### config.mk
export PLATFORM = sky130hd
export DESIGN_NAME = mem_port_arbiter
export DESIGN_NICKNAME = d
export VERILOG_FILES = /design/src/rtl/mem_port_arbiter.sv
export SDC_FILE = /design/constraint.sdc
export NUM_CORES = 1
export LEC_CHECK = 0
export ABC_AREA = 1
export CAP_MARGIN = 20
export CORE_ASPECT_RATIO = 1.1
export CORE_MARGIN = 2
export CORE_UTILIZATION = 31
export DETAILED_ROUTE_END_ITERATION = 10
export PLACE_DENSITY = 0.89
export SYNTH_ARGS = -nofsm -noshare
export SYNTH_HDL_FRONTEND = slang
export SYNTH_SLANG_ARGS = --single-unit
export TNS_END_PERCENT = 100
### constraint.sdc
create_clock -name clk -period 1.5 [get_ports clk]
set_input_delay 0.3 -clock clk [delete_from_list [all_inputs] [get_ports clk]]
set_output_delay 0.3 -clock clk [all_outputs]
set_load 0.05 [all_outputs]
### src/rtl/mem_port_arbiter.sv
// Arbiter that shares one single-port, fixed-latency memory between the fetch (I) and data (D) ports.
// A three-state FSM sequences each access and returns registered read data with a one-cycle ready pulse.
module mem_port_arbiter #(
  parameter int ADDR_W        = 32,
  parameter int DATA_W        = 32,
  parameter int MEM_LAT       = 2,
  parameter int PRIORITY_MODE = 0
) (
  input  logic                clk,
  input  logic                reset,
  input  logic                if_req,
  input  logic [ADDR_W-1:0]   if_addr,
  output logic [DATA_W-1:0]   if_rdata,
  output logic                if_ready,
  input  logic                d_req,
  input  logic                d_we,
  input  logic [ADDR_W-1:0]   d_addr,
  input  logic [DATA_W-1:0]   d_wdata,
  input  logic [DATA_W/8-1:0] d_wstrb,
  output logic [DATA_W-1:0]   d_rdata,
  output logic                d_ready,
  output logic                mem_req,
  output logic                mem_we,
  output logic [ADDR_W-1:0]   mem_addr,
  output logic [DATA_W-1:0]   mem_wdata,
  output logic [DATA_W/8-1:0] mem_wstrb,
  input  logic [DATA_W-1:0]   mem_rdata,
  output logic                stall_f,
  output logic                stall_m,
  output logic [1:0]          dbg_state
);

  // Handshake: a port raises req with stable addr/data and holds it until its ready pulse;
  // ready is high for exactly one cycle per accepted access, and rdata is valid in that cycle.

  typedef enum logic [1:0] {
    IDLE = 2'd0,
    WAIT = 2'd1,
    DONE = 2'd2
  } state_t;

  localparam logic [2:0] CNT_LOAD = 3'(MEM_LAT - 1);

  state_t            state;
  state_t            stateNext;
  logic              owner;      // 1 = data port owns the current access
  logic              lastGrant;  // 1 = data port won the most recent grant
  logic [2:0]        cnt;
  logic [DATA_W-1:0] ifRdataQ;
  logic [DATA_W-1:0] dRdataQ;
  logic              eligI;
  logic              eligD;
  logic              grantI;
  logic              grantD;
  logic              grant;
  logic              grantRead;

  // In DONE only the port that is not completing may be granted, so a held req never repeats.
  always_comb begin
    eligI = 1'b0;
    eligD = 1'b0;
    if (!reset) begin
      if (state == IDLE) begin
        eligI = if_req;
        eligD = d_req;
      end else if (state == DONE) begin
        eligI = if_req && owner;
        eligD = d_req && !owner;
      end
    end
    grantD    = eligD && (!eligI || (PRIORITY_MODE == 0) || !lastGrant);
    grantI    = eligI && !grantD;
    grant     = grantI || grantD;
    grantRead = grantI || (grantD && !d_we);
  end

  always_ff @(posedge clk) begin
    if (reset) state <= IDLE;
    else       state <= stateNext;
  end

  always_comb begin
    stateNext = state;
    case (state)
      IDLE:    if (grant) stateNext = grantRead ? WAIT : DONE;
      WAIT:    if (cnt == 3'd0) stateNext = DONE;
      DONE:    if (grant) stateNext = grantRead ? WAIT : DONE;
               else       stateNext = IDLE;
      default: stateNext = IDLE;
    endcase
  end

  always_ff @(posedge clk) begin
    if (reset) begin
      owner     <= 1'b0;
      lastGrant <= 1'b0;
      cnt       <= 3'd0;
      ifRdataQ  <= '0;
      dRdataQ   <= '0;
    end else begin
      if (grant) begin
        owner     <= grantD;
        lastGrant <= grantD;
        if (grantRead) cnt <= CNT_LOAD;
      end else if (state == WAIT && cnt != 3'd0) begin
        cnt <= cnt - 3'd1;
      end
      // The memory word is valid exactly in the last WAIT cycle.
      if (state == WAIT && cnt == 3'd0) begin
        if (owner) dRdataQ  <= mem_rdata;
        else       ifRdataQ <= mem_rdata;
      end
    end
  end

  always_comb begin
    if_ready  = !reset && (state == DONE) && !owner;
    d_ready   = !reset && (state == DONE) && owner;
    mem_req   = grant;
    mem_we    = grantD && d_we;
    mem_addr  = grantD ? d_addr : (grantI ? if_addr : '0);
    mem_wdata = grantD ? d_wdata : '0;
    mem_wstrb = grantD ? d_wstrb : '0;
    if_rdata  = reset ? '0 : ifRdataQ;
    d_rdata   = reset ? '0 : dRdataQ;
    stall_f   = !reset && if_req && !if_ready;
    stall_m   = !reset && d_req && !d_ready;
    dbg_state = state;
  end

endmodule

# After elaboration in Yosys (flattened, before gate mapping)
# Index checks and enable logic that the tools add are counted.
# totals
regBits,70
in_bits,137
out_inout_bits,140
word_cells,62
# classes
add_sub_neg,1
n_mux,20
bitwise_logic,1
eq_ne,5
reduce_logical,30
# op_table
op,count
2-to-1 mux 32 bit,5
logical AND 1 bit,14
2-to-1 mux 3 bit,3
2-to-1 mux 2 bit,4
AND reduction 2 bit,4
logical NOT 1 bit,6
2-to-1 mux 1 bit,6
one-hot mux 2 bit (3 select lines),1
2-to-1 mux 4 bit,1
"!= test 2 bit, second input constant",2
logical NOT 3 bit,1
nonzero test 3 bit,1
"subtractor 3 x 1 -> 3 bit, second input constant",1
"equality test 2 x 1 -> 1 bit, second input constant",1
"equality test 2 bit, second input constant",1
logical NOT 2 bit,1
logical OR 1 bit,2
"!= test 2 x 1 -> 1 bit, second input constant",1
nonzero test 2 bit,1
inverter 1 bit,1

# Logic depth before layout (Yosys ltp)
# Gate-level depths: netlist of run 1.
# depth
depth_word,11
depth_mapped,10
mapped_depth_nobuf,9

# Worst setup path after synthesis of run 1
# OpenSTA, ideal clock, no wires.
# synth_timing
path_kind,reg-to-output
start,"register state[0], in the netlist dbg_state[0]"
end,output port stall_f
setup_slack_ns,-1.087
required_time_ns,1.200
stages_incl_launch_ff,5
t_arrival_ns,2.287
path_buffers,0
path_cell_list,dfxtp_1 inv_1 nand3_1 nor2_1 nor3_1
# synth_between
elab_chain_len,5
# synth_lines
element,line,rtl
start: declaration,44,state_t state;
start signal: assignment,79,else state <= stateNext;
equality test 2 bit,117,if_ready = !reset && (state == DONE) && !owner;
logical AND 1 bit (2 in series),117,
via if_ready,14,"output logic if_ready,"
logical NOT 1 bit,126,stall_f = !reset && if_req && !if_ready;
logical AND 1 bit,126,
end: declaration,28,"output logic stall_f,"
# The timed path passes the listed nets, and every way through them passes these cells.

# Final worst setup path of run 1
# layout_timing
start,"register state[1], in the netlist dbg_state[1]"
end,output port mem_addr[20]
# layout_between
elab_chain_len,8
elab_cells_between_ends,12
classes_between,eq/ne: 1; mux: 8; reduce/logical: 3
# layout_lines
element,line,rtl
equality test 2 bit,66,end else if (state == DONE) begin
2-to-1 mux 1 bit,66,
2-to-1 mux 1 bit,63,if (state == IDLE) begin
2-to-1 mux 1 bit,62,if (!reset) begin
logical NOT 1 bit,72,grantI = eligI && !grantD;
logical AND 1 bit,72,
2-to-1 mux 32 bit,121,mem_addr = grantD ? d_addr : (grantI ? if_addr : '0);
2-to-1 mux 32 bit *,121,
end: declaration,24,"output logic [ADDR_W-1:0] mem_addr,"
# Mark *: on every way between the ends. The rest lies on a longest branch, timed or not.

==> metrics, run 1 <==
Fmax 496 MHz; setup repair after global routing missed its margin true; type of element capturing the critical path output port; number of DRC markers in iteration 0 380; Filler Cell Count roughly 460; Setup violations, final ~140; height of the die 118 microns; dominant cells by area after synthesis dfxtp_1 (38%), inv_1 (17%), nor2_1 (11%), a21oi_1 (9.1%), o21ai_0 (9.1%); category of the critical setup timing path flip-flop to output port; Syn Inst Count 585; startpoint type of the worst setup path flip-flop; fin crit share 134%; Setup WS post-layout -0.517 ns; worst clock skew 0.00780 ns; Min Hold Slack 0.445 ns; vias per inst 5.24; slowest CP cell dfxtp_4; min-delay worst type primary input to flip-flop; maximum number of pins on one net before global-route repair 41; via count of the first global-routing pass 5,634; Period minus WS final 2.02 ns; Rows 41; count of warnings emitted by yosys 0; remaining antenna violation count after routing 0; maximum fanout along the worst path 7; number of remaining DRC errors 0; share of cells above drive strength 1 51.6%; effective utilization at floorplan 32.0%; width of the chip 108 microns; maximum level of the CTS H-tree 3; fin. max-slew vios 0; cells along the critical path nand2_4 -> nand3_4 -> nand4_1 -> buf_6 -> buf_6 -> o22ai_4 -> buf_6; average routed wire per standard cell 24.0 microns; wirelength, routed around 26 mm; Relative slew margins 58.8%; initial antenna violation count 1; leakage power 0.00423 uW; drt pass-1 iters 5; Synthesized Nets approximately 720; maximum ir drop on the vdd rail between 0.9 and 1 mV; Final Wtd Congestion between 0.8 and 0.9; Data required, critical path 1.20 ns; total core area 11,500 sq um; cell accounting for the most synthesized area dfxtp_1; area occupied by multi-input gates 2900 sq um; flop and latch count out of synthesis 70; Total Die Area 12,800 sq um; Hold Buf Count CTS 0; cell class contributing the biggest share of worst-path delay buffers and inverters; number of placed I/O pins approximately 280; area share of the leading cell type in the synthesized netlist 38.0%; gr ovfl total 0; fin util around 89%; number of violations of the max-capacitance limit 0; relative area change from synthesis to final layout 177%; setup slack at placement -0.662 ns; layout net count roughly 1,100; wire length of the first global-routing pass 33.3 mm; cts bufs inserted 9; status complete, but fails checks; ratio of total power to cell area 767 nW/um^2; Cell Area, Synth 3690 sq um; CP Data Arrival Time 1.72 ns; sum of negative setup slack -36.38 ns; count of input and output buffers approximately 280; overall global routing resource usage 34.8%; cell seen most often among critical-path stages buf_6; area occupied by registers 1410 sq um; detailed placement HPWL 14.1 mm; Buffers & Inverters on Critical Path 3; CTS tree yes; Max Root-Sink Buffers 2; Worst path max stage delay about 0.38 ns; worst-margin pin slew 0.619 ns; number of hold violations in the final report 0; sinks on the clock net 70; Via Count 5,641; clock transition at the registers of the reported paths 0.06 ns; failing checks setup timing; count of cell types in the netlist 24; cell at the root of the clock tree clkbuf_16; share of the yosys chip area belonging to registers 38.0%; worst skew pair latency roughly 0.33 ns; post-synthesis average cell area 6.31 sq um
==> cells in the mapped netlist, drive strengths merged <==
cell type / number
nand3b: 1
nor3: 3
xnor2: 1
a21oi: 67
ha: 2
nand2: 12
inv: 174
nand3: 7
nor2: 109
o22ai: 32
buf: 20
o21ai: 67
nand4: 2
clkbuf: 18
dfxtp: 70
==> sequential cells by signal (all words and copies together) (netlist names) <==
signal	flops
dRdataQ	32
ifRdataQ	32
cnt	3
dbg_state	2
owner	1
==> final timing paths <==
check	slack [ns]	cells past startpoint	start	end
worst max-delay path	-0.52	7	dbg_state[1]$_SDFFE_PP0P_	mem_addr[20]
worst min-delay path	0.45	3	reset	dbg_state[0]$_SDFFE_PP0P_
worst max register to register	-0.20	10	dbg_state[1]$_SDFFE_PP0P_	ifRdataQ[4]$_SDFFE_PP0P_
worst min register to register	0.47	2	ifRdataQ[24]$_SDFFE_PP0P_	ifRdataQ[24]$_SDFFE_PP0P_
==> stage by stage <==
step,power (uW),cell area (sq um),std cells
finish,7850,10200,1076
floorplan,3680,4650,585
detailed placement,5020,8510,1015
CTS,7410,9600,1063
global placement,4950,8510,1015
global route,8070,10200,1076
==> cells by family (layout without fill, tap and decap cells) <==
kind of cell | after synthesis | in the layout | synth area share, %
buffers and inverters | 212 | 552 | 22.6
AOI/OAI and AO/OA | 166 | 166 | 23.6
and+or+nand+nor | 134 | 134 | 14.9
DFF | 70 | 70 | 38.0
adders and majority gates | 2 | 2 | 0.678
xor gates and xnor gates | 1 | 1 | 0.237
other | 0 | 1 | 0
==> where the power goes <==
group	switching (uW)	leakage [uW]	internal, uW
clock network	822	0.000141	1220
registers	59.3	0.000570	1990
logic	2090	0.00352	1670
==> placed cells by master (no fill, tap or decap), drive strengths merged <==
| cell type | instances |
|---|---|
| a21oi | 67 |
| buf | 221 |
| clkbuf | 17 |
| clkdlybuf4s50 | 133 |
| clkinv | 3 |
| clkinvlp | 1 |
| dfxtp | 70 |
| diode | 1 |
| dlygate4sd2 | 2 |
| ha | 2 |
| inv | 175 |
| nand2 | 12 |
| nand3 | 7 |
| nand3b | 1 |
| nand4 | 2 |
| nor2 | 109 |
| nor3 | 3 |
| o21ai | 67 |
| o22ai | 32 |
| xnor2 | 1 |
==> layer usage <==
layer / track usage [%] / wire length [microns]
met4: 21.8 / 1900
met2: 59.1 / 12900
met3: 13.5 / 2630
met5: 0 / 0
met1: 35.3 / 8410
==> final cells by class <==
| class | instances | area share (%) |
|---|---|---|
| clock inverters | 5 | 0.306 |
| diodes | 1 | 0.0244 |
| flip-flops and latches | 70 | 13.8 |
| inverters | 174 | 6.40 |
| repair buffers | 362 | 46.8 |
| multi-input cells | 303 | 28.3 |
| well taps | 150 | 1.83 |
| clock buffers | 11 | 2.48 |
==> worst reg2reg max path, delay by kind of cell (launching register included) <==
kind	cells	cell delay (ns)
DFF	1	0.37
AOI/OAI and AO/OA	2	0.24
buffers and inverters	5	0.67
and+or+nand+nor	3	0.32
==> repair_timing <==
action                     in CTS  in global routing
resized for setup             149                133
cloned                         10                  7
setup endpoints to repair     150                169
buffers inserted               26                 12
pin swaps                      20                 24
(Power assumes the default switching activity.)
==> run 2: changes to the inputs <==
--- a/config.mk
+++ b/config.mk
@@ -8,7 +8,7 @@
 export ABC_AREA = 1
 export CAP_MARGIN = 20
 export CORE_ASPECT_RATIO = 1.1
-export CORE_MARGIN = 2
+export CORE_MARGIN = 4
 export CORE_UTILIZATION = 31
 export DETAILED_ROUTE_END_ITERATION = 10
 export PLACE_DENSITY = 0.89
==> metrics, run 2 (synthesis results as in run 1) <==
detailed placement HPWL 15.0 mm (+6.1%); overall global routing resource usage 30.4% (-4.4 points); clock transition at the registers of the reported paths 0.06 ns (about the same); average routed wire per standard cell 27.0 microns (+12%); gr ovfl total 0 (unchanged); origin of the critical flop-to-flop path dbg_state[1]$_SDFFE_PP0P_; number of placed I/O pins 277 (unchanged); reported net switching power 3000 uW (+0.88%); startpoint type of the worst setup path flip-flop; R2R Path End dRdataQ[2]$_SDFFE_PP0P_; remaining antenna violation count after routing 0 (unchanged); Hold Path End owner$_SDFFE_PP0P_; layout net count 1,055 (-0.38%); total core area 11,500 sq um (unchanged); fin. max-slew vios 0 (unchanged); worst skew pair latency 0.33 ns (about the same); cell-internal power 5030 uW (+3.1%); Setup violations, final 150 (+11%); vias per inst 5.46 (+4.1%); Logic pwr share 47.4% (-0.5 points); width of the chip 112 microns (+3.7%); height of the die 122 microns (+3.4%); Rows 41 (unchanged); registers with the highest flip-flop counts dRdataQ: 32 flops, ifRdataQ: 32 flops, cnt: 3 flops; maximum level of the CTS H-tree 3 (unchanged); Data required, critical path 1.20 ns (about the same); type of element capturing the critical path output port; Relative slew margins 41.8% (-17 points); Final Wtd Congestion 0.900 (+7.3%); category of the critical setup timing path flip-flop to output port; effective utilization at floorplan 32.0% (unchanged); status complete, but fails checks; maximum fanout along the worst path 8 (+1); number of DRC markers in iteration 0 418 (+10%); maximum number of pins on one net before global-route repair 67 (+63%); Fmax 481 MHz (-2.9%); wire length of the first global-routing pass 31.8 mm (-4.5%); Total Die Area 13,700 sq um (+7.2%); Min Hold Slack 0.275 ns (-0.170 ns); Post-Layout Cell Count 1,073 (-0.28%); Clock Power Share 27.0% (+1.0 points); cell at the root of the clock tree clkbuf_16; Sw Ratio 37.3% (-0.51 points); Worst Hold Launch reset; Max Root-Sink Buffers 2 (unchanged); worst-margin pin slew 0.874 ns (+0.255 ns); cts bufs inserted 9 (unchanged); min-delay worst type primary input to flip-flop; sequential power share 25.6% (-0.5 points); register-to-register path setup slack -0.24 ns (-0.04 ns); via count of the first global-routing pass 5,451 (-3.2%); initial antenna violation count 4 (+3); Period minus WS final 2.08 ns (+0.0608 ns); sinks on the clock net 70 (unchanged); failing checks setup timing; Reg2Reg Depth 9 (-1); number of cells on the worst hold path 2 (-1); number of violations of the max-capacitance limit 0 (unchanged); Hold Buf Count CTS 0 (unchanged); CTS tree yes; relative area change from synthesis to final layout 178%; wirelength, routed 29.0 mm (+12%); setup repair after global routing missed its margin true; top library cells by usage in the layout, fill and taps aside inv_1 (167), clkdlybuf4s50_1 (133), buf_12 (90); drt pass-1 iters 5 (unchanged); CP Data Arrival Time 1.78 ns (+0.06 ns); worst clock skew 0.0111 ns (+0.00329 ns); number of hold violations in the final report 0 (unchanged); fin crit share 139% (+4.1 points); Via Count 5,855 (+3.8%); count of input and output buffers 276 (unchanged); Cell Count Post-Placement 1,014 (-0.099%); maximum ir drop on the vdd rail 0.713 mV (-22%); leading cell type in the layout, fill and taps excluded inv_1; share of cells above drive strength 1 53.0% (+1.5 points); Setup WS post-layout -0.578 ns (-0.0608 ns); leakage power 0.00424 uW (+0.22%); number of remaining DRC errors 0 (unchanged); ratio of total power to cell area 783 nW/um^2 (+2.1%)
run 2: cell count changes in the layout (fill, tap and decap cells not counted), moves of 10 or more:
cell and change:
a21oi_1 -13, nor2_2 +11, a21oi_2 +14, o21ai_1 -10
buf_4 -13, nor2_4 -12
run 2: through the flow:
stage                     total power, uW  setup WS, ns  cell area [sq um]  setup TNS (ns)  utilization [%]
after floorplan                      3680        -0.295               4650          -11.06                -
after global placement               4920        -0.665               8390          -42.46             72.7
after detailed placement             4990        -0.683               8390          -45.20             72.7
after CTS                            7370        -0.477               9190          -25.98             79.6
after global routing                 8200        -0.645              10300          -48.83             88.8
final                                8030        -0.578              10300          -42.78             88.8
run 2: routing by layer:
layer	global-route usage (%)	share of wire (%)
met3	10.9	11
met1	30.8	32
met4	16.1	7.9
met2	55.0	49
met5	0	0.024
run 2: power by group through the flow:
stage               registers [uW]  clock network (uW)  logic, uW
finish                        2050                2170       3810
detailed placement            2070                   0       2920
global placement              2070                   0       2850
CTS                           2040                2160       3170
floorplan                     2090                   0       1600
global route                  2060                2250       3890
run 2: final cells by class:
class                      count  area, sq um
clock inverter                 3         43.8
antenna                        3         7.51
clock buffer                  12          256
inverter                     174          663
tap                          150          188
multi-input combinational    304         2950
timing repair buffer         357         4730
sequential                    70         1410
fill                         431         1290
run 2: how the worst max path moves through the flow:
stage / from / to / slack (ns) / cells past startpoint
global placement: d_req / mem_addr[2] / -0.66 / 7
CTS: owner$_SDFFE_PP0P_ / mem_addr[2] / -0.48 / 7
floorplan: dbg_state[1]$_SDFFE_PP0P_ / mem_addr[10] / -0.30 / 5
finish: dbg_state[1]$_SDFFE_PP0P_ / mem_addr[4] / -0.58 / 7
global route: dbg_state[1]$_SDFFE_PP0P_ / mem_addr[4] / -0.65 / 7
detailed placement: d_req / mem_wdata[0] / -0.68 / 9
run 2: worst max-delay path, stage by stage (launching register included):
cell and delay (ns):
dfxtp_4 0.39, nand2_4 0.07, nand3_4 0.07, nand4_1 0.18, buf_12 0.22, buf_12 0.15
o22ai_4 0.16, buf_6 0.19
run 2: what timing repair did:
item / CTS / global route
gates resized for setup: 81 / 220
cloned: 5 / 17
pin swaps: 13 / 18
endpoints found under the setup margin: 103 / 155
hold endpoints to repair: 0 / 0
setup buffers: 9 / 11
==> run 3: changes to the inputs <==
==> constraint.sdc (replaced) <==
create_clock -name clk -period 1.9 [get_ports clk]
set_input_delay 0.38 -clock clk [delete_from_list [all_inputs] [get_ports clk]]
set_output_delay 0.38 -clock clk [all_outputs]
set_load 0.05 [all_outputs]
==> metrics, run 3 (synthesis results as in run 1) <==
number of antenna repair diodes 0 (-3); CP Data Arrival Time 1.80 ns (+0.02 ns); maximum ir drop on the vdd rail 0.607 mV (-15%); worst-margin pin slew 0.557 ns (-0.317 ns); failing checks setup timing; ratio of total power to cell area 667 nW/um^2 (-15%); share of cells above drive strength 1 32.0% (-21 points); overall global routing resource usage 27.8% (-2.7 points); layout net count 1,008 (-4.5%); Setup violations, final 69 (-54%); cell at the root of the clock tree clkbuf_16; Min Hold Slack 0.452 ns (+0.176 ns); number of hold violations in the final report 0 (unchanged); count of input and output buffers 276 (unchanged); number of remaining DRC errors 0 (unchanged); Rows 41 (unchanged); vias per inst 4.93 (-9.6%); type of element capturing the critical path output port; wire length of the first global-routing pass 29.5 mm (-7.4%); Hold Buf Count CTS 0 (unchanged); Sw Ratio 34.2% (-3.1 points); cts bufs inserted 9 (unchanged); wirelength, routed 20.9 mm (-28%); status complete, but fails checks; area occupied by multi-input gates 2220 sq um (-25%); setup repair after global routing missed its margin true; average routed wire per standard cell 20.4 microns (-25%); number of DRC markers in iteration 0 315 (-25%); number of placed I/O pins 277 (unchanged); via count of the first global-routing pass 5,101 (-6.4%); leakage power 0.00375 uW (-12%); Max Root-Sink Buffers 2 (unchanged); sequential power share 28.0% (+2.4 points); Clock Power Share 29.9% (+2.9 points); Logic pwr share 42.2% (-5.2 points); uppermost routed layer met5; effective utilization at floorplan 32.0% (unchanged); cell-internal power 3790 uW (-25%); Worst Hold Launch ifRdataQ[29]$_SDFFE_PP0P_; Fmax 459 MHz; leading cell type in the layout, fill and taps excluded inv_1; sum of negative setup slack -9.22 ns (+33.55 ns); category of the critical setup timing path flip-flop to output port; Via Count 5,050 (-14%); min-delay worst type flip-flop to flip-flop; height of the die 122 microns (unchanged); area occupied by registers 1410 sq um (unchanged); total core area 11,500 sq um (unchanged); Relative slew margins 62.9% (+21 points); relative area change from synthesis to final layout 134%; Data required, critical path 1.52 ns (+0.32 ns); width of the chip 112 microns (unchanged); launch point of the critical path dbg_state[1]$_SDFFE_PP0P_; worst skew pair latency 0.32 ns (about the same); met2 layer wire length in the routed design 10.8 mm (-24%); fin. max-slew vios 0 (unchanged); number of violations of the max-capacitance limit 0 (unchanged); registers with the highest flip-flop counts dRdataQ: 32 flops, ifRdataQ: 32 flops, cnt: 3 flops; clock transition at the registers of the reported paths 0.06 ns (about the same); detailed-routed wire length on met3 1.76 mm (-45%); maximum number of pins on one net before global-route repair 70 (+4.5%); remaining antenna violation count after routing 0 (unchanged); startpoint type of the worst setup path flip-flop; sinks on the clock net 70 (unchanged); Final Wtd Congestion 0.933 (+3.7%); Filler Cell Count 691 (+60%); drt pass-1 iters 7 (+2); CTS tree yes; fin crit share 115%; Total Die Area 13,700 sq um (unchanged); Setup WS post-layout -0.278 ns (+0.300 ns); initial antenna violation count 1 (-3); top library cells by usage in the layout, fill and taps aside inv_1 (168), clkdlybuf4s50_1 (133), buf_4 (82); gr ovfl total 0 (unchanged); worst clock skew 0.00544 ns (-0.00565 ns); origin of the critical flop-to-flop path cnt[0]$_SDFFE_PP0P_; maximum fanout along the worst path 5 (-3); detailed placement HPWL 13.6 mm (-9.5%); Period minus WS final 2.18 ns; post-route met1 wirelength 6.78 mm (-26%); maximum level of the CTS H-tree 3 (unchanged); reported net switching power 1970 uW (-34%)
run 3: repair_timing:
item	CTS	global route
buffers inserted	9	2
gates cloned	4	1
pin swaps	12	9
endpoints found under the setup margin	73	71
resized for setup	83	15
run 3: worst paths after layout:
path                                    end  slack (ns)  cells after the start
setup / recovery               mem_addr[12]       -0.28                      8
hold / removal    ifRdataQ[29]$_SDFFE_PP0P_        0.45                      2
setup reg to reg        cnt[1]$_SDFFE_PP0P_        0.26                      9
hold reg to reg   ifRdataQ[29]$_SDFFE_PP0P_        0.45                      2
run 3: metal layers:
| layer | up-vias | track usage (%) |
|---|---|---|
| li1 | 2344 | - |
| met1 | 2324 | 27.4 |
| met2 | 277 | 51.5 |
| met3 | 103 | 8.83 |
| met4 | 2 | 15.4 |
| met5 | - | 0 |
run 3: layout make-up:
| cell class | count | area share (%) |
|---|---|---|
| repair buffers | 311 | 44.6 |
| multi-input cells | 303 | 25.7 |
| flip-flops and latches | 70 | 16.3 |
| inverters | 174 | 7.62 |
| clock buffers | 12 | 2.74 |
| well taps | 150 | 2.17 |
| clock inverters | 4 | 0.840 |
run 3: critical path, cell delays in order, from the launching register on:
cell and delay, ns:
dfxtp_4 0.39, nand2_4 0.07, nand3_4 0.06, nand4_1 0.17
buf_12 0.19, buf_8 0.12, buf_8 0.13, o22ai_4 0.17
buf_12 0.17
run 3: power by group through the flow:
stage / Sequential (uW) / Clock, uW / Combinational (uW)
3_3_place_gp: 1630 / 0 / 2150
2_1_floorplan: 1650 / 0 / 1140
4_1_cts: 1610 / 1770 / 2350
3_5_place_dp: 1640 / 0 / 2190
6_report: 1610 / 1720 / 2430
5_1_grt: 1620 / 1820 / 2520
run 3: per-stage QoR:
stage / cell area [sq um] / instances / util, % / power (uW) / setup WS (ns)
3_5_place_dp: 7800 / 995 / 67.6 / 3830 / -0.408
5_1_grt: 8640 / 1024 / 74.9 / 5960 / -0.321
2_1_floorplan: 4180 / 585 / - / 2780 / -0.153
3_3_place_gp: 7800 / 995 / 67.6 / 3780 / -0.384
6_report: 8640 / 1024 / 74.9 / 5760 / -0.278
4_1_cts: 8560 / 1023 / 74.2 / 5720 / -0.213
